==> config.mk <==
export PLATFORM = sky130hd
export DESIGN_NAME = ad5761_spi_responder
export DESIGN_NICKNAME = d
export VERILOG_FILES = /design/src/rtl/ad5761_spi_responder.sv
export SDC_FILE = /design/constraint.sdc
export NUM_CORES = 1
export LEC_CHECK = 0
export CAP_MARGIN = 25
export CORE_ASPECT_RATIO = 0.75
export CORE_MARGIN = 4
export CORE_UTILIZATION = 55
export DETAILED_ROUTE_END_ITERATION = 6
export GPL_TIMING_DRIVEN = 0
export PLACE_DENSITY = 0.79
export SETUP_SLACK_MARGIN = 0.15
export SLEW_MARGIN = 20
export SYNTH_ARGS = -nofsm -noshare
export SYNTH_HDL_FRONTEND = slang
export SYNTH_SLANG_ARGS = --single-unit
==> constraint.sdc <==
create_clock -name clk -period 5.7 [get_ports clk]
set_input_delay 0.855 -clock clk [delete_from_list [all_inputs] [get_ports clk]]
set_output_delay 0.855 -clock clk [all_outputs]
set_load 0.01 [all_outputs]
==> src/rtl/ad5761_spi_responder.sv <==
// ============================================================================
// Module   : ad5761_spi_responder
// Summary  : Oversampled SPI slave emulating the AD5761R DAC register interface.
// Revision : 1.0 - initial release
// ============================================================================
`default_nettype none

module ad5761_spi_responder #(
  parameter int FRAME_BITS  = 24,
  parameter int SYNC_STAGES = 2
) (
  input  logic        clk,
  input  logic        rst_n,
  input  logic        DAC_SCLK,
  input  logic        DAC_CS_N,
  input  logic        DAC_DIN,
  output logic        DAC_DOUT,
  output logic [23:0] rx_frame,
  output logic        frame_valid,
  output logic        frame_err,
  output logic [15:0] dac_code,
  output logic [10:0] ctrl_reg,
  output logic [15:0] input_reg
);

  typedef enum logic [0:0] {
    ST_IDLE  = 1'b0,
    ST_SHIFT = 1'b1
  } state_t;

  state_t state_q, state_d;

  logic [SYNC_STAGES-1:0] sclk_sync_q, cs_sync_q, din_sync_q;
  logic                   sclk_dly_q, cs_dly_q;

  logic        dout_q, dout_d;
  logic [23:0] rx_frame_q, rx_frame_d;
  logic        valid_q, valid_d;
  logic        err_q, err_d;
  logic [15:0] dac_q, dac_d;
  logic [10:0] ctrl_q, ctrl_d;
  logic [15:0] input_q, input_d;
  logic [23:0] rx_shift_q, rx_shift_d;
  logic [23:0] tx_shift_q, tx_shift_d;
  logic [23:0] tx_word_q, tx_word_d;
  logic [4:0]  bit_cnt_q, bit_cnt_d;

  logic        sclk_s, cs_s, din_s;
  logic        sclk_rise, sclk_fall, cs_rise, cs_fall;
  logic [3:0]  cmd;
  logic [15:0] data;

  assign sclk_s    = sclk_sync_q[SYNC_STAGES-1];
  assign cs_s      = cs_sync_q[SYNC_STAGES-1];
  assign din_s     = din_sync_q[SYNC_STAGES-1];
  assign sclk_rise = sclk_s & ~sclk_dly_q;
  assign sclk_fall = ~sclk_s & sclk_dly_q;
  assign cs_rise   = cs_s & ~cs_dly_q;
  assign cs_fall   = ~cs_s & cs_dly_q;

  // Decode looks at the shift register including any SCLK fall seen this cycle.
  assign cmd  = rx_shift_d[19:16];
  assign data = rx_shift_d[15:0];

  always_ff @(posedge clk or negedge rst_n) begin
    if (!rst_n) begin
      state_q     <= ST_IDLE;
      sclk_sync_q <= '0;
      cs_sync_q   <= '0;
      din_sync_q  <= '0;
      sclk_dly_q  <= 1'b0;
      cs_dly_q    <= 1'b0;
      dout_q      <= 1'b0;
      rx_frame_q  <= '0;
      valid_q     <= 1'b0;
      err_q       <= 1'b0;
      dac_q       <= '0;
      ctrl_q      <= '0;
      input_q     <= '0;
      rx_shift_q  <= '0;
      tx_shift_q  <= '0;
      tx_word_q   <= '0;
      bit_cnt_q   <= '0;
    end else begin
      state_q     <= state_d;
      sclk_sync_q <= {sclk_sync_q[SYNC_STAGES-2:0], DAC_SCLK};
      cs_sync_q   <= {cs_sync_q[SYNC_STAGES-2:0], DAC_CS_N};
      din_sync_q  <= {din_sync_q[SYNC_STAGES-2:0], DAC_DIN};
      sclk_dly_q  <= sclk_s;
      cs_dly_q    <= cs_s;
      dout_q      <= dout_d;
      rx_frame_q  <= rx_frame_d;
      valid_q     <= valid_d;
      err_q       <= err_d;
      dac_q       <= dac_d;
      ctrl_q      <= ctrl_d;
      input_q     <= input_d;
      rx_shift_q  <= rx_shift_d;
      tx_shift_q  <= tx_shift_d;
      tx_word_q   <= tx_word_d;
      bit_cnt_q   <= bit_cnt_d;
    end
  end

  always_comb begin
    state_d    = state_q;
    dout_d     = dout_q;
    rx_frame_d = rx_frame_q;
    valid_d    = 1'b0;
    err_d      = 1'b0;
    dac_d      = dac_q;
    ctrl_d     = ctrl_q;
    input_d    = input_q;
    rx_shift_d = rx_shift_q;
    tx_shift_d = tx_shift_q;
    tx_word_d  = tx_word_q;
    bit_cnt_d  = bit_cnt_q;

    case (state_q)
      ST_IDLE: begin
        if (cs_fall) begin
          state_d    = ST_SHIFT;
          bit_cnt_d  = '0;
          tx_shift_d = tx_word_q;
          // A coincident SCLK rise sees the freshly loaded word.
          if (sclk_rise) begin
            dout_d     = tx_word_q[23];
            tx_shift_d = {tx_word_q[22:0], 1'b0};
          end
        end
      end

      ST_SHIFT: begin
        if (sclk_rise) begin
          dout_d     = tx_shift_q[23];
          tx_shift_d = {tx_shift_q[22:0], 1'b0};
        end
        if (sclk_fall) begin
          rx_shift_d = {rx_shift_q[22:0], din_s};
          if (bit_cnt_q != 5'd31) begin
            bit_cnt_d = bit_cnt_q + 5'd1;
          end
        end
        if (cs_rise) begin
          state_d = ST_IDLE;
          dout_d  = 1'b0;
          if (bit_cnt_d == 5'(FRAME_BITS)) begin
            valid_d    = 1'b1;
            rx_frame_d = rx_shift_d;
            // Readback words capture register contents before this frame's update.
            case (cmd)
              4'hA:    tx_word_d = {8'h0A, input_q};
              4'hB:    tx_word_d = {8'h0B, dac_q};
              4'hC:    tx_word_d = {8'h0C, 5'b0, ctrl_q};
              default: tx_word_d = '0;
            endcase
            case (cmd)
              4'h1: input_d = data;
              4'h2: dac_d   = input_q;
              4'h3: begin
                input_d = data;
                dac_d   = data;
              end
              4'h4: ctrl_d = data[10:0];
              4'h7: begin
                input_d = '0;
                dac_d   = '0;
              end
              4'hF: begin
                input_d = '0;
                dac_d   = '0;
                ctrl_d  = '0;
              end
              default: ;
            endcase
          end else begin
            err_d = 1'b1;
          end
        end
      end

      default: state_d = ST_IDLE;
    endcase
  end

  assign DAC_DOUT    = dout_q;
  assign rx_frame    = rx_frame_q;
  assign frame_valid = valid_q;
  assign frame_err   = err_q;
  assign dac_code    = dac_q;
  assign ctrl_reg    = ctrl_q;
  assign input_reg   = input_q;

endmodule

`default_nettype wire

==> impl_metrics.env, run 1 <==
export IMPL_dr_pass1_iters=6
export IMPL_yosysSeqAreaShare_pct=50.9
export IMPL_antenna_found_initial=0
export IMPL_drv_slew=0
export IMPL_p_leak_uw=0.00393
export IMPL_die_w_um=143
export IMPL_postPlaceCellArea_mm2=0.00846
export IMPL_cp_depth=7
export IMPL_drv_cap=0
export IMPL_cts_setup_buffers=0
export IMPL_ys_ff_latch=152
export IMPL_setup_viol=0
export IMPL_pwr_share_clk_pct=41.3
export IMPL_yosysTopAreaCellShare_pct=50.9
export IMPL_vias_per_cell=6.14
export IMPL_pwr_share_comb_pct=11.6
export IMPL_p_sw_share_pct=26.7
export IMPL_synth_edff_count=0
export IMPL_die_height_um=109
export IMPL_cp_end_kind="flip-flop"
export IMPL_power_frac_seq_pct=47.2
export IMPL_yosysUniqueCellTypes=51
export IMPL_root_buffer="clkbuf_16"
export IMPL_syn_to_final_growth_pct=20.3
export IMPL_dp_hpwl_um=14300
export IMPL_worst_clock_skew_ns=0.0119
export IMPL_grt_usage_pct=27.7
export IMPL_critPathLaunchType="flip-flop"
export IMPL_p_per_area_mw_per_mm2=273
export IMPL_syn_nets=762
export IMPL_core_area_mm2=0.0132
export IMPL_power_switching_uw=654
export IMPL_grt_first_pass_wirelength_um=33200
export IMPL_holdWs_ns=0.323
export IMPL_critPathRequiredTime_ns=6.01
export IMPL_fin_area_mm2=0.00899
export IMPL_clk_path_buf_depth=2
export IMPL_min_period_over_period_pct=50.4
export IMPL_yosysWarnings=0
export IMPL_clock_latency_ns=0.43
export IMPL_grt_pass1_vias=6296
export IMPL_cp_arrival_ns=3.18
export IMPL_wl_per_cell_um=19.7
export IMPL_die_area_mm2=0.0155
export IMPL_routed_wl_um=20400
export IMPL_io_buffers=74
export IMPL_rsz0062_at_grt="no"
export IMPL_slew_headroom_pct=37.0
export IMPL_ios=75
export IMPL_hold_buffers=0
export IMPL_cts_resized=0
export IMPL_initial_utilization_pct=56.8
export IMPL_clk_pin_slew_ns=0.06
export IMPL_synthTopCellsByArea="dfrtp_1 51%, mux2i_1 7.0%, nand2_1 6.7%, a21oi_1 6.1%, mux2_2 3.9%"
export IMPL_async_flop_share_pct=100
export IMPL_overflow=0
export IMPL_period_minus_slack_ns=2.87
export IMPL_reg2reg_to="input_reg[10]"
export IMPL_drcViolationCount=0
export IMPL_ant_nets=0
export IMPL_worst_path_buf_inv=2
export IMPL_synth_avg_cell_area_um2=9.88
export IMPL_vias=6342
export IMPL_cts_tree="built"
export IMPL_synth_most_common_cell="dfrtp_1"
export IMPL_path_class="flip-flop to flip-flop"
export IMPL_instances_no_fill=1033
export IMPL_cp_top_family="compound AO/OA/AOI/OAI gates"
export IMPL_syn_area_mm2=0.00747
export IMPL_fmax_mhz=348
export IMPL_cts_made_buffers=17
export IMPL_status="completed"
export IMPL_drt_iter0_drc=792
export IMPL_dp_cells=1003
export IMPL_drive_above_1_share_pct=9.74
export IMPL_peakVddDrop_v=0.000211
export IMPL_grt_max_degree=99
export IMPL_power_uw=2450
export IMPL_diodes=0
export IMPL_slowest_stage="a21oi_1"
export IMPL_final_hold_viol_count=0
export IMPL_fin_nets=858
export IMPL_crit_end="input_reg[10]"
export IMPL_synth_ff_type="dfrtp_1"
export IMPL_gp_congestion=0.887
export IMPL_worstReg2RegStart="sclk_sync_q[1]"
export IMPL_clock_sinks=152
export IMPL_worst_r2r_setup_slack_ns=2.83
export IMPL_synth_largest_area_cell="dfrtp_1"
export IMPL_crit_fanout=10
export IMPL_r2r_cells=7
export IMPL_critPathMaxStageDelay_ns=0.77
export IMPL_num_rows=36
export IMPL_htreeDepth=4
export IMPL_worst_pin_slew_ns=0.945
export IMPL_crit_chain="and3b_1 -> clkbuf_1 -> nand2_1 -> a21oi_1 -> o311ai_4 -> buf_6 -> mux2_4"
export IMPL_post_route_util_pct=68.3
export IMPL_synth_common_cells="152 x dfrtp_1, 134 x nand2_1, 91 x a21oi_1"
export IMPL_hold_class="input pin to async pin"
export IMPL_syn_inst=756
export IMPL_cell_internal_pwr_uw=1800
export IMPL_startpoint="sclk_sync_q[1]"
## worst min-delay path by stage
stage	from	to	slack [ns]	cells past startpoint
2_1_floorplan	cs_sync_q[0]	cs_sync_q[1]	0.33	0
3_3_place_gp	cs_sync_q[0]	cs_sync_q[1]	0.33	0
3_5_place_dp	sclk_sync_q[0]	sclk_sync_q[1]	0.34	0
4_1_cts	rst_n	rx_frame[22]	0.35	1
5_1_grt	rst_n	rx_frame[22]	0.36	1
6_report	rst_n	rx_frame[19]	0.32	1
## placed cells by master (no fill, tap or decap), types with 2 or more instances in the layout
| master | synthesis | layout |
|---|---|---|
| nand2b_1 | 5 | 5 |
| clkbuf_8 | 0 | 3 |
| clkbuf_2 | 1 | 2 |
| mux2_4 | 10 | 10 |
| a22oi_1 | 16 | 16 |
| clkinv_2 | 0 | 4 |
| nand3_1 | 11 | 11 |
| buf_2 | 9 | 10 |
| a21oi_1 | 91 | 91 |
| nor3_1 | 5 | 5 |
| nor2_1 | 7 | 7 |
| nand4_1 | 2 | 2 |
| dfrtp_1 | 152 | 152 |
| mux2_2 | 26 | 26 |
| a2bb2oi_1 | 15 | 15 |
| nor2b_1 | 4 | 4 |
| clkdlybuf4s50_1 | 0 | 73 |
| a222oi_1 | 12 | 12 |
| nand3b_1 | 6 | 6 |
| buf_4 | 2 | 2 |
| and3_1 | 2 | 2 |
| clkbuf_16 | 0 | 17 |
| nand4b_1 | 2 | 2 |
| o21ai_0 | 32 | 32 |
| a22o_1 | 16 | 16 |
| buf_1 | 6 | 6 |
| a31oi_1 | 27 | 27 |
| mux2i_1 | 52 | 52 |
| clkinvlp_4 | 0 | 3 |
| inv_1 | 30 | 30 |
| o32ai_1 | 2 | 2 |
| nand2_1 | 134 | 134 |
| buf_6 | 2 | 2 |
| a41oi_1 | 2 | 2 |
| clkbuf_1 | 54 | 55 |
## layer usage
metal,track usage [%],wire (um)
met4,9.70,335
met1,38.7,9030
met3,8.24,1780
met2,41.5,9210
met5,0,0
## power by group through the flow
stage	Clock, uW	Sequential (uW)	Combinational, uW
2_1_floorplan	0	1170	186
5_1_grt	1080	1160	319
3_5_place_dp	0	1170	278
4_1_cts	1020	1160	282
6_report	1010	1160	284
3_3_place_gp	0	1170	262
## layout make-up
type | instances | area, um2
inverter | 30 | 113
clock inverter | 8 | 51.3
fill | 1010 | 4170
timing repair buffer | 77 | 783
clock buffer | 21 | 470
tap | 171 | 214
sequential | 152 | 3800
buffer | 74 | 313
multi-input combinational | 500 | 3240
## logic make-up after synthesis
kind of cell,Yosys count,synth area share (%)
and+or+nand+nor,185,10.8
adders and majority gates,1,0.168
xor gates and xnor gates,2,0.235
DFF,152,50.9
muxes,88,12.9
buffers and inverters,104,5.70
AOI/OAI and AO/OA,224,19.3
## metrics by stage
step | TNS [ns] | setup WS (ns)
floorplan | 0 | 3.34
global placement | -331.99 | -2.20
detailed placement | 0 | 2.92
CTS | 0 | 2.90
global route | 0 | 2.71
finish | 0 | 2.83
Power figures use the tool's default switching activity.
==> inputs of run 2 (changes only) <==
==> constraint.sdc (replaced) <==
create_clock -name clk -period 2.8 [get_ports clk]
set_input_delay 0.42 -clock clk [delete_from_list [all_inputs] [get_ports clk]]
set_output_delay 0.42 -clock clk [all_outputs]
set_load 0.01 [all_outputs]
==> run 2 against run 1 <==
  * Critical path depth grew 2
  * Die area is the same
  * Combinational power grew 120%
  * Setup slack lost 2.6 ns
  * Clock-buffer cell count is the same
  * Sequential power grew 100%
  * Clock power grew 100%
  * Register-to-register slack lost 2.6 ns
  * Highest routed layer unchanged
==> impl_metrics.env, run 2 (synthesis gave the netlist of run 1 again) <==
export IMPL_crit_fanout=5
export IMPL_drt_iter0_drc=812
export IMPL_antenna_found_initial=0
export IMPL_layout_commonest_cell="dfrtp_1"
export IMPL_drive_above_1_share_pct=12.9
export IMPL_overflow=0
export IMPL_vias=6474
export IMPL_die_area_mm2=0.0155
export IMPL_wl_per_cell_um=20.1
export IMPL_critPathLaunchType="flip-flop"
export IMPL_ios=75
export IMPL_drcViolationCount=0
export IMPL_drv_cap=0
export IMPL_status="completed"
export IMPL_grt_pass1_vias=6319
export IMPL_clk_path_buf_depth=2
export IMPL_final_hold_viol_count=0
export IMPL_critPathMaxStageDelay_ns=0.38
export IMPL_worstReg2RegStart="bit_cnt_q[0]"
export IMPL_grt_first_pass_wirelength_um=33500
export IMPL_drv_slew=0
export IMPL_hold_class="flip-flop to flip-flop"
export IMPL_postPlaceCellArea_mm2=0.00846
export IMPL_worst_r2r_setup_slack_ns=0.20
export IMPL_min_period_over_period_pct=92.9
export IMPL_initial_utilization_pct=56.8
export IMPL_crit_end="input_reg[13]"
export IMPL_cp_common_cell="buf_6"
export IMPL_dp_hpwl_um=14300
export IMPL_die_w_um=143
export IMPL_mostFrequentLayoutCells="150 x dfrtp_1, 134 x nand2_1, 90 x a21oi_1, 73 x clkdlybuf4s50_1, 52 x mux2i_1"
export IMPL_root_buffer="clkbuf_16"
export IMPL_peakVddDrop_v=0.000419
export IMPL_core_area_mm2=0.0132
export IMPL_gp_congestion=0.887
export IMPL_fill_cells=975
export IMPL_worst_clock_skew_ns=0.00799
export IMPL_p_leak_uw=0.00403
export IMPL_r2r_cells=9
export IMPL_clock_latency_ns=0.43
export IMPL_dr_pass1_iters=5
export IMPL_fin_nets=872
export IMPL_htreeDepth=4
export IMPL_routed_wl_um=21100
export IMPL_grt_max_degree=99
export IMPL_p_per_area_mw_per_mm2=545
export IMPL_slowest_stage="dfrtp_2"
export IMPL_crit_chain="ha_2 -> nand4_1 -> a211o_1 -> a222oi_1 -> buf_4 -> buf_6 -> o311ai_4 -> buf_6 -> mux2_4"
export IMPL_reg2reg_to="input_reg[13]"
export IMPL_io_buffers=74
export IMPL_startpoint="bit_cnt_q[0]"
export IMPL_vias_per_cell=6.18
export IMPL_fin_area_mm2=0.00923
export IMPL_cts_tree="built"
export IMPL_cts_made_buffers=17
export IMPL_cp_end_kind="flip-flop"
export IMPL_slew_headroom_pct=47.6
export IMPL_clk_pin_slew_ns=0.06
export IMPL_critPathRequiredTime_ns=3.11
export IMPL_setup_viol=0
export IMPL_clock_sinks=152
export IMPL_die_height_um=109
export IMPL_fmax_mhz=384
export IMPL_syn_to_final_growth_pct=23.6
export IMPL_num_rows=36
export IMPL_rsz0062_at_grt="yes"
export IMPL_worst_pin_slew_ns=0.786
export IMPL_multi_input_area_mm2=0.00331
export IMPL_path_class="flip-flop to flip-flop"
export IMPL_cp_arrival_ns=2.91
export IMPL_grt_usage_pct=28.0
export IMPL_ant_nets=0
export IMPL_period_minus_slack_ns=2.60
export IMPL_diodes=0
export IMPL_seq_area_mm2=0.00381
export IMPL_setup_tns_ns=0
[run 2: cell types whose count changed in the layout (fill, tap and decap cells not counted), moves of 2 or more]
cell,delta
clkbuf_2,+6
dfrtp_1,-2
buf_6,+5
clkbuf_1,-8
dfrtp_2,+2
buf_4,+11
o32ai_1,-2
buf_2,-3
o32ai_4,+2
[run 2: repair_timing]
action	in CTS	in global routing
cloned	2	1
endpoints found under the setup margin	43	81
setup buffers	2	9
endpoints found under the hold margin	54	0
hold buffers	1	0
pin swaps	1	4
resized for setup	7	40
[run 2: layout make-up]
cell class	instances	share of cell area (%)
Buffer	74	3.86
Clock buffer	21	5.10
Clock inverter	8	0.556
Inverter	30	1.22
Multi-Input combinational cell	500	35.9
Sequential cell	152	41.2
Tap cell	171	2.32
Timing Repair Buffer	91	9.80
[run 2: report_power, final]
part | internal (uW) | switching [uW] | leakage, uW | total, uW
registers | 2290 | 55.2 | 0.00208 | 2350
clock network | 1180 | 885 | 0.000252 | 2070
logic | 211 | 407 | 0.00169 | 618
[run 2: critical path, delay by kind of cell (launching register included)]
| family | cells | cell delay, ns |
|---|---|---|
| flops | 1 | 0.38 |
| fa+ha+maj | 1 | 0.23 |
| simple gates | 1 | 0.16 |
| buf+inv | 3 | 0.57 |
| compound gates | 3 | 0.84 |
| mux | 1 | 0.30 |
[run 2: worst min path at each step]
stage	start	end	slack [ns]	cells past startpoint
6_report	sclk_sync_q[0]	sclk_sync_q[1]	0.35	0
3_5_place_dp	sclk_sync_q[0]	sclk_sync_q[1]	0.34	0
4_1_cts	sclk_sync_q[0]	sclk_sync_q[1]	0.35	0
2_1_floorplan	rst_n	DAC_DOUT	0.12	0
3_3_place_gp	cs_sync_q[0]	cs_sync_q[1]	0.33	0
5_1_grt	din_sync_q[0]	din_sync_q[1]	0.36	0
[run 2: layer usage]
layer  vias up  GRT usage [%]  wire length [um]  part of all wire [%]
met3        44           7.67              1870                   8.9
met5         -              0                 0                     0
met2       317           41.9              9420                    45
li1       2906              -                 -                     -
met4         0           10.2               467                   2.2
met1      3207           39.4              9300                    44
[run 2: stage by stage]
| step | hold WS [ns] | cells | total power [uW] | util [%] | setup WS, ns |
|---|---|---|---|---|---|
| final | 0.349 | 1047 | 5030 | 70.2 | 0.199 |
| after global routing | 0.364 | 1047 | 5240 | 70.2 | 0.118 |
| after CTS | 0.352 | 1037 | 5020 | 68.8 | 0.121 |
| after detailed placement | 0.342 | 1003 | 2960 | 64.3 | 0.0185 |
| after global placement | 0.332 | 1001 | 2920 | 64.0 | -4.66 |
| after floorplan | 0.124 | 756 | 2760 | - | 0.442 |
